### src/rtl/lmsm_sequencer.sv
// lmsm_sequencer: expands an LM/SM instruction held in ID into one
// micro-op per selected register, lowest register first. Outputs are
// combinational from the current state and the ID-stage inputs.
// Optional feature: define LMSM_STALL_CNT_EN to build a saturating
// counter of cycles in which stall_up is asserted; otherwise stall_cnt is 0.
module lmsm_sequencer (
   input  logic        clk,
   input  logic        rst,
   input  logic        valid_in,
   input  logic        is_lm_in,
   input  logic        is_sm_in,
   input  logic [7:0]  reg_list,
   input  logic        pipe_stall,
   input  logic        flush,
   output logic        uop_valid,
   output logic        uop_is_lm,
   output logic        uop_is_sm,
   output logic [2:0]  reg_addr,
   output logic [15:0] addr_offset,
   output logic        last_uop,
   output logic        stall_up,
   output logic [15:0] stall_cnt
);

   typedef enum logic {IDLE = 1'b0, RUN = 1'b1} state_t;

   state_t     state_reg, state_next;
   logic [7:0] rem_mask_reg, rem_mask_next;
   logic [2:0] cnt_reg, cnt_next;
   logic       op_lm_reg, op_lm_next;

   logic [7:0] active_mask;
   logic [7:0] sel_bit;
   logic [7:0] remaining;
   logic       start;
   logic       advance;
   logic       single_bit;
   logic [2:0] low_idx;

   // Decode the working mask, the start condition and the lowest selected register
   always_comb begin
      active_mask = (state_reg == IDLE) ? reg_list : rem_mask_reg;
      start       = !rst && (state_reg == IDLE) && valid_in &&
                    (is_lm_in || is_sm_in) && (reg_list != 8'd0);
      uop_valid   = start || (!rst && (state_reg == RUN));
      // Isolate the lowest set bit; what is left is the work after this micro-op
      sel_bit     = active_mask & (~active_mask + 8'd1);
      remaining   = active_mask & ~sel_bit;
      single_bit  = (active_mask != 8'd0) && (remaining == 8'd0);
      low_idx     = 3'd0;
      for (int i = 7; i >= 0; i--) begin
         if (active_mask[i]) low_idx = 3'(i);
      end
      advance     = uop_valid && !pipe_stall;
   end

   // Micro-op outputs; LM takes priority when both opcode flags are set
   always_comb begin
      reg_addr    = uop_valid ? low_idx : 3'd0;
      addr_offset = rst ? 16'd0 : {13'd0, cnt_reg};
      last_uop    = uop_valid && single_bit;
      stall_up    = uop_valid && !single_bit;
      if (state_reg == IDLE) begin
         uop_is_lm = uop_valid && is_lm_in;
         uop_is_sm = uop_valid && is_sm_in && !is_lm_in;
      end else begin
         uop_is_lm = uop_valid && op_lm_reg;
         uop_is_sm = uop_valid && !op_lm_reg;
      end
   end

   // Next-state: flush squashes the sequence even while the pipe is stalled
   always_comb begin
      state_next    = state_reg;
      rem_mask_next = rem_mask_reg;
      cnt_next      = cnt_reg;
      op_lm_next    = op_lm_reg;
      if (flush) begin
         state_next    = IDLE;
         rem_mask_next = 8'd0;
         cnt_next      = 3'd0;
      end else if (advance) begin
         rem_mask_next = remaining;
         if (start) op_lm_next = is_lm_in;
         if (remaining != 8'd0) begin
            state_next = RUN;
            cnt_next   = cnt_reg + 3'd1;
         end else begin
            state_next = IDLE;
            cnt_next   = 3'd0;
         end
      end
   end

   // State registers with synchronous reset
   always_ff @(posedge clk) begin
      if (rst) begin
         state_reg    <= IDLE;
         rem_mask_reg <= 8'd0;
         cnt_reg      <= 3'd0;
         op_lm_reg    <= 1'b0;
      end else begin
         state_reg    <= state_next;
         rem_mask_reg <= rem_mask_next;
         cnt_reg      <= cnt_next;
         op_lm_reg    <= op_lm_next;
      end
   end

`ifdef LMSM_STALL_CNT_EN
   logic [15:0] stall_cnt_reg;

   // Saturating count of cycles spent holding the front end
   always_ff @(posedge clk) begin
      if (rst) begin
         stall_cnt_reg <= 16'd0;
      end else if (stall_up && (stall_cnt_reg != 16'hFFFF)) begin
         stall_cnt_reg <= stall_cnt_reg + 16'd1;
      end
   end

   assign stall_cnt = rst ? 16'd0 : stall_cnt_reg;
`else
   assign stall_cnt = 16'd0;
`endif

endmodule

### config.mk
export PLATFORM = sky130hd
export DESIGN_NAME = lmsm_sequencer
export DESIGN_NICKNAME = d
export VERILOG_FILES = /design/src/rtl/lmsm_sequencer.sv
export SDC_FILE = /design/constraint.sdc
export NUM_CORES = 1
export LEC_CHECK = 0
export BUFFER_PORTS_ARGS = -buffer_cell sky130_fd_sc_hd__buf_2
export CAP_MARGIN = 20
export CORE_AREA = 3 3 55 57
export DETAILED_ROUTE_END_ITERATION = 10
export DIE_AREA = 0 0 58 60
export PLACE_DENSITY_LB_ADDON = 0.15
export SLEW_MARGIN = 40
export SYNTH_ARGS = -nofsm -noshare
export SYNTH_HDL_FRONTEND = slang
export SYNTH_SLANG_ARGS = --single-unit
### constraint.sdc
create_clock -name clk -period 2.7 [get_ports clk]
set_clock_uncertainty 0.2 [all_clocks]
set_input_delay 0.405 -clock clk [delete_from_list [all_inputs] [get_ports clk]]
set_output_delay 0.405 -clock clk [all_outputs]
set_load 0.02 [all_outputs]
Yosys cells after proc, flatten, opt, wreduce, memory -nomap -nowiden

Cells that the tools add are included.

Register bits after elaboration: 13
Input bits: 15
Output and inout bits: 40
Word-level logic and storage cells: 54

Add/subtract/negate cells: 2
Mux-type cells: 15
Bitwise operators: 6
Reductions and logical operators: 27

Operator list:

| kind                | count |
|---|---|
| $mux 3              | 11 |
| $reduce_bool 8->1   | 3 |
| $and 8x8->8         | 2 |
| $not 8->8           | 2 |
| $logic_and 1x1->1   | 14 |
| $add 8x1->8 const B | 1 |
| $logic_not 8->1     | 1 |
| $mux 8              | 1 |
| $logic_not 1->1     | 5 |
| $add 3x1->3 const B | 1 |
| $mux 1              | 3 |
| $reduce_and 3->1    | 1 |
| $logic_or 1x1->1    | 2 |
| $not 1->1           | 2 |
| $reduce_or 2->1     | 1 |

Logic depth before layout (Yosys ltp)

Depth after elaboration: 10
Mapped depth: 9
Gate-level depth less buffers: 6

Least setup slack after synthesis

Ideal clock, no wire load.

Path type: reg2out
From: register state_reg
To: output port reg_addr[0]
Arrival: 1.627 ns
Required time: 2.095 ns
Path slack: 0.468 ns
Cell stages (with the launch flop): 7
Buffers on the path: 2
Cell sequence: dfxtp_1 buf_6 buf_6 mux2_2 o21ai_0 a2bb2oi_1 nor3_1

Word-level cells in the longest chain between the ends: 10
Elaborated cells between the ends (all ways): 17
Those cells by class: 10 x mux; 1 x bitwise; 6 x reduce/logical

Ends and longest elaborated chain:

| what                     | RTL line | RTL |
|---|---|---|
| start: declaration       | 27       | `state_t state_reg, state_next;` |
| start signal: assignment | 103      | `state_reg <= state_next;` |
| $mux 8                   | 42       | `active_mask = (state_reg == IDLE) ? reg_list : rem_mask_reg;` |
| $mux 3 (8 in a row)      | 52       | `if (active_mask[i]) low_idx = 3'(i);` |
| $mux 3 *                 | 59       | `reg_addr = uop_valid ? low_idx : 3'd0;` |
| end: declaration         | 18       | `output logic [2:0] reg_addr,` |

Mark *: on every way between the ends. The rest lies on a longest branch, timed or not.

Worst setup path after layout

From: register state_reg
To: output port stall_up

Word-level cells in the longest chain between the ends: 10
Elaborated cells between the ends (all ways): 18
Those cells by class: 1 x add/sub; 1 x mux; 5 x bitwise; 11 x reduce/logical

Ends and longest elaborated chain:

| what                | RTL line | RTL |
|---|---|---|
| $mux 8              | 42       |  |
| $not 8->8           | 47       | `sel_bit = active_mask & (~active_mask + 8'd1);` |
| $add 8x1->8         | 47       |  |
| $and 8x8->8         | 47       |  |
| $not 8->8           | 48       | `remaining = active_mask & ~sel_bit;` |
| $and 8x8->8         | 48       |  |
| $logic_not 8->1     | 49       | `single_bit = (active_mask != 8'd0) && (remaining == 8'd0);` |
| $logic_and 1x1->1   | 49       |  |
| $logic_not 1->1     | 62       | `stall_up = uop_valid && !single_bit;` |
| $logic_and 1x1->1 * | 62       |  |
| end: declaration    | 21       | `output logic stall_up,` |

Marked as above.

==> flow_results.xml <==
<?xml version="1.0" encoding="UTF-8"?>
<metrics>
  <group name="sta">
    <metric name="final_hold_vios" unit="">0</metric>
    <metric name="setup_viol_count_final" unit="">0</metric>
    <metric name="setup-tns-final" unit="ns">0</metric>
    <metric name="clock.fmax" unit="MHz">383</metric>
    <metric name="fin_worst_setup_slack" unit="ns">0.0895</metric>
    <metric name="rsz0062_at_grt" unit="">no</metric>
    <metric name="report.final.slew_viol_count" unit="">0</metric>
    <metric name="final_min_period_over_clock_period" unit="">0.967</metric>
    <metric name="finalWorstPathRequiredPeriod" unit="ns">2.61</metric>
  </group>
  <group name="cells_and_area">
    <metric name="largest_register_ff_count" unit="">7</metric>
    <metric name="n_diodes" unit="">0</metric>
    <metric name="areaGrowthSynthToFinish" unit="%">16.8</metric>
    <metric name="final-instance-count-excl-fill" unit="">221</metric>
    <metric name="multi_input_comb_area" unit="µm²">873</metric>
    <metric name="ff_latch_area" unit="µm²">245</metric>
    <metric name="finish.net_count" unit="">208</metric>
    <metric name="finish.utilization" unit="">0.563</metric>
    <metric name="drive_gt1_frac" unit="">0.325</metric>
    <metric name="final.fill_count" unit="">259</metric>
  </group>
  <group name="worst_setup_path">
    <metric name="cp_slowest_stage_delay" unit="ns">0.39</metric>
    <metric name="path_class" unit="">reg -&gt; out</metric>
    <metric name="timing.critical_path.from_type" unit="">flip-flop</metric>
    <metric name="critical_path.slowest_cell" unit="">dfxtp_4</metric>
    <metric name="crit_path_end_kind" unit="">output pin</metric>
    <metric name="ff2ff_setup_slack" unit="ns">0.43</metric>
    <metric name="critical_path.reg2reg.endpoint" unit="">rem_mask_reg[2]</metric>
    <metric name="path_cells" unit="">nor3b_2 -&gt; or2_4 -&gt; maj3_1 -&gt; nand3_1 -&gt; a211oi_2 -&gt; buf_4 -&gt; nor2_1 -&gt; buf_4</metric>
    <metric name="worst-endpoint-required" unit="ns">2.10</metric>
    <metric name="worst_r2r_startpoint" unit="">state_reg</metric>
    <metric name="timing.critical_path.max_delay_family" unit="">simple AND/OR/NAND/NOR gates</metric>
    <metric name="reg2reg_depth" unit="">7</metric>
    <metric name="worstPathBufferInverterCount" unit="">2</metric>
    <metric name="critical_path.max_fanout" unit="">6</metric>
    <metric name="critical_path_arrival" unit="ns">2.01</metric>
    <metric name="critPathMostFrequentCell" unit="">buf_4</metric>
  </group>
  <group name="grt">
    <metric name="grt_pass1_wl" unit="µm">4560</metric>
    <metric name="largest_net_degree_at_the_start_of_global_routing" unit="">13</metric>
    <metric name="grt_remaining_overflow" unit="">0</metric>
    <metric name="antenna_found_initial" unit="">0</metric>
    <metric name="grt_pass1_vias" unit="">1004</metric>
    <metric name="global_route.usage.total" unit="">0.168</metric>
  </group>
  <group name="logic_synthesis">
    <metric name="synthTopCellsByArea" unit="">dfxtp_1, buf_4, mux2i_1</metric>
    <metric name="synth_top_cell_by_area" unit="">dfxtp_1</metric>
    <metric name="ys.warnings.count" unit="">0</metric>
    <metric name="synth_enable_flop_cells" unit="">0</metric>
    <metric name="synthesis.instances" unit="">160</metric>
    <metric name="post_synth.cell_area_avg" unit="µm²">7.61</metric>
    <metric name="synth-seq-cells" unit="">12</metric>
    <metric name="synth_sequential_area_ratio" unit="">0.197</metric>
    <metric name="synthDistinctLibCells" unit="">45</metric>
    <metric name="synth_flop_cell" unit="">dfxtp_1</metric>
    <metric name="synth_top_area_share" unit="">0.197</metric>
    <metric name="async_flop_share" unit="">0</metric>
    <metric name="synthesis.area" unit="µm²">1220</metric>
  </group>
  <group name="clocking">
    <metric name="cts.sink_count" unit="">12</metric>
    <metric name="cts_max_level" unit="">1</metric>
    <metric name="cts_tree" unit="">done</metric>
    <metric name="cts.root.buffer_cell" unit="">clkbuf_4</metric>
    <metric name="cts_hold_buf" unit="">0</metric>
    <metric name="clock_buffers_created_by_tritoncts" unit="">3</metric>
    <metric name="clock_insertion_delay_worst_skew" unit="ns">0.28</metric>
    <metric name="clk_pin_slew" unit="ns">0.08</metric>
    <metric name="cts.path.max_buffers" unit="">2</metric>
  </group>
  <group name="floorplanning">
    <metric name="design.portCount" unit="">55</metric>
    <metric name="placementRows" unit="">18</metric>
    <metric name="die_height" unit="µm">60</metric>
    <metric name="start_util" unit="">0.483</metric>
    <metric name="fp.dieArea" unit="µm²">3480</metric>
    <metric name="coreArea" unit="µm²">2520</metric>
    <metric name="die_width" unit="µm">58</metric>
  </group>
  <group name="detailed_routing">
    <metric name="final_antenna_net_count" unit="">0</metric>
    <metric name="drt-wirelength-per-cell" unit="µm">13.5</metric>
    <metric name="firstDrtPassIters" unit="">4</metric>
    <metric name="dr.first_iter.drc_count" unit="">54</metric>
    <metric name="total_via_count_in_the_routed_design" unit="">1151</metric>
    <metric name="detail_routed_via_count_per_cell" unit="">5.21</metric>
    <metric name="drt-total-wl" unit="µm">2980</metric>
    <metric name="drcViolationCount" unit="">0</metric>
  </group>
  <group name="worst_hold_path">
    <metric name="hold-path-cell-count" unit="">2</metric>
    <metric name="min_to" unit="">op_lm_reg</metric>
    <metric name="min_from" unit="">rst</metric>
    <metric name="hold_class" unit="">in -&gt; reg</metric>
  </group>
  <group name="place">
    <metric name="place_inst" unit="">214</metric>
    <metric name="numPortBuffers" unit="">25</metric>
    <metric name="gpl.final_weighted_congestion" unit="">0.802</metric>
    <metric name="detailedPlace.worstSlack" unit="ns">0.191</metric>
    <metric name="dp.final_hpwl" unit="µm">2260</metric>
  </group>
  <group name="power_and_ir_drop">
    <metric name="p_per_area" unit="nW/µm²">336</metric>
    <metric name="irDropWorstVdd" unit="µV">348</metric>
    <metric name="power.leakage" unit="nW">0.606</metric>
  </group>
  <group name="status">
    <metric name="outcome" unit="">complete, no violations</metric>
  </group>
  <group name="job">
    <metric name="maxCapViolations" unit="">0</metric>
  </group>
</metrics>
[metal layers]
layer / GRT usage / part of all wire
met5: 0 / 0
met4: 0.0232 / 0.0013
met3: 0.0410 / 0.071
met2: 0.298 / 0.51
met1: 0.210 / 0.42
[power by group]
part           leakage (nW)  internal, mW  switching (mW)
Combinational         0.487        0.0476           0.101
Sequential           0.0981         0.178         0.00283
Clock                0.0210        0.0821          0.0665
Total                 0.606         0.308           0.170
[Yosys cell counts, types with 2 or more instances]
library cell,n
nand2_1,9
or2_2,2
buf_4,29
buf_2,3
nor3b_1,3
nor2b_1,6
a2bb2oi_1,2
nand3b_1,2
nor4_1,2
o21ai_0,2
nand3_1,7
inv_1,3
or3_1,3
nand4b_1,2
o21ai_1,2
dfxtp_1,12
nor3_1,7
mux2_2,3
a21oi_1,12
mux2i_1,7
buf_6,2
nor2_1,17
[metrics by stage]
stage                     power [mW]  area [µm²]  hold WS (ns)
after detailed placement       0.321        1270         0.253
after floorplan                0.316        1320         0.232
after CTS                      0.465        1310         0.181
after global placement         0.319        1270         0.246
after global routing           0.496        1420         0.201
final                          0.478        1420         0.180
[final cells by class]
| class | instances | share of cell area |
|---|---|---|
| inverter | 3 | 0.00792 |
| tap | 30 | 0.0264 |
| multi-input combinational | 138 | 0.614 |
| clock buffer | 4 | 0.0255 |
| sequential | 12 | 0.173 |
| timing repair buffer | 34 | 0.153 |
[cells in the final DEF, fill, tap and decap left out, types with 5 or more instances in the layout]
master   synthesis  routed
conb_1           1      29
buf_2            3      23
nor2_1          17      17
a21oi_1         12      12
dfxtp_1         12      10
nand2_1          9       9
buf_4           29       9
nand3_1          7       7
mux2i_1          7       6
nor2b_1          6       5
nor3_1           7       5
[worst max-delay path by stage]
| stage | startpoint | to | slack, ns | cells past startpoint |
|---|---|---|---|---|
| CTS | state_reg | last_uop | 0.02 | 6 |
| floorplan | state_reg | reg_addr[0] | 0.47 | 6 |
| finish | state_reg | stall_up | 0.09 | 8 |
| detailed placement | state_reg | last_uop | 0.19 | 8 |
| global route | state_reg | last_uop | 0.02 | 8 |
| global placement | state_reg | last_uop | 0.20 | 8 |
[kinds of logic (layout without fill, tap and decap cells)]
group                      Yosys count  in the layout  synth area share
AOI/OAI and AO/OA                   27             27             0.146
xor gates and xnor gates             1              1           0.00720
adders and majority gates            3              3            0.0277
buffers and inverters               38             41             0.222
DFF                                 12             12             0.197
muxes                               11             11            0.0966
other                                1             29           0.00308
and+or+nand+nor                     67             67             0.300
[timing repair]
item,4_1_cts,5_1_grt
pin swaps,0,4
cloned,0,0
buffers inserted,0,3
endpoints found under the hold margin,0,0
setup endpoints to repair,2,3
gates resized for setup,2,16
(Power assumes the default switching activity.)
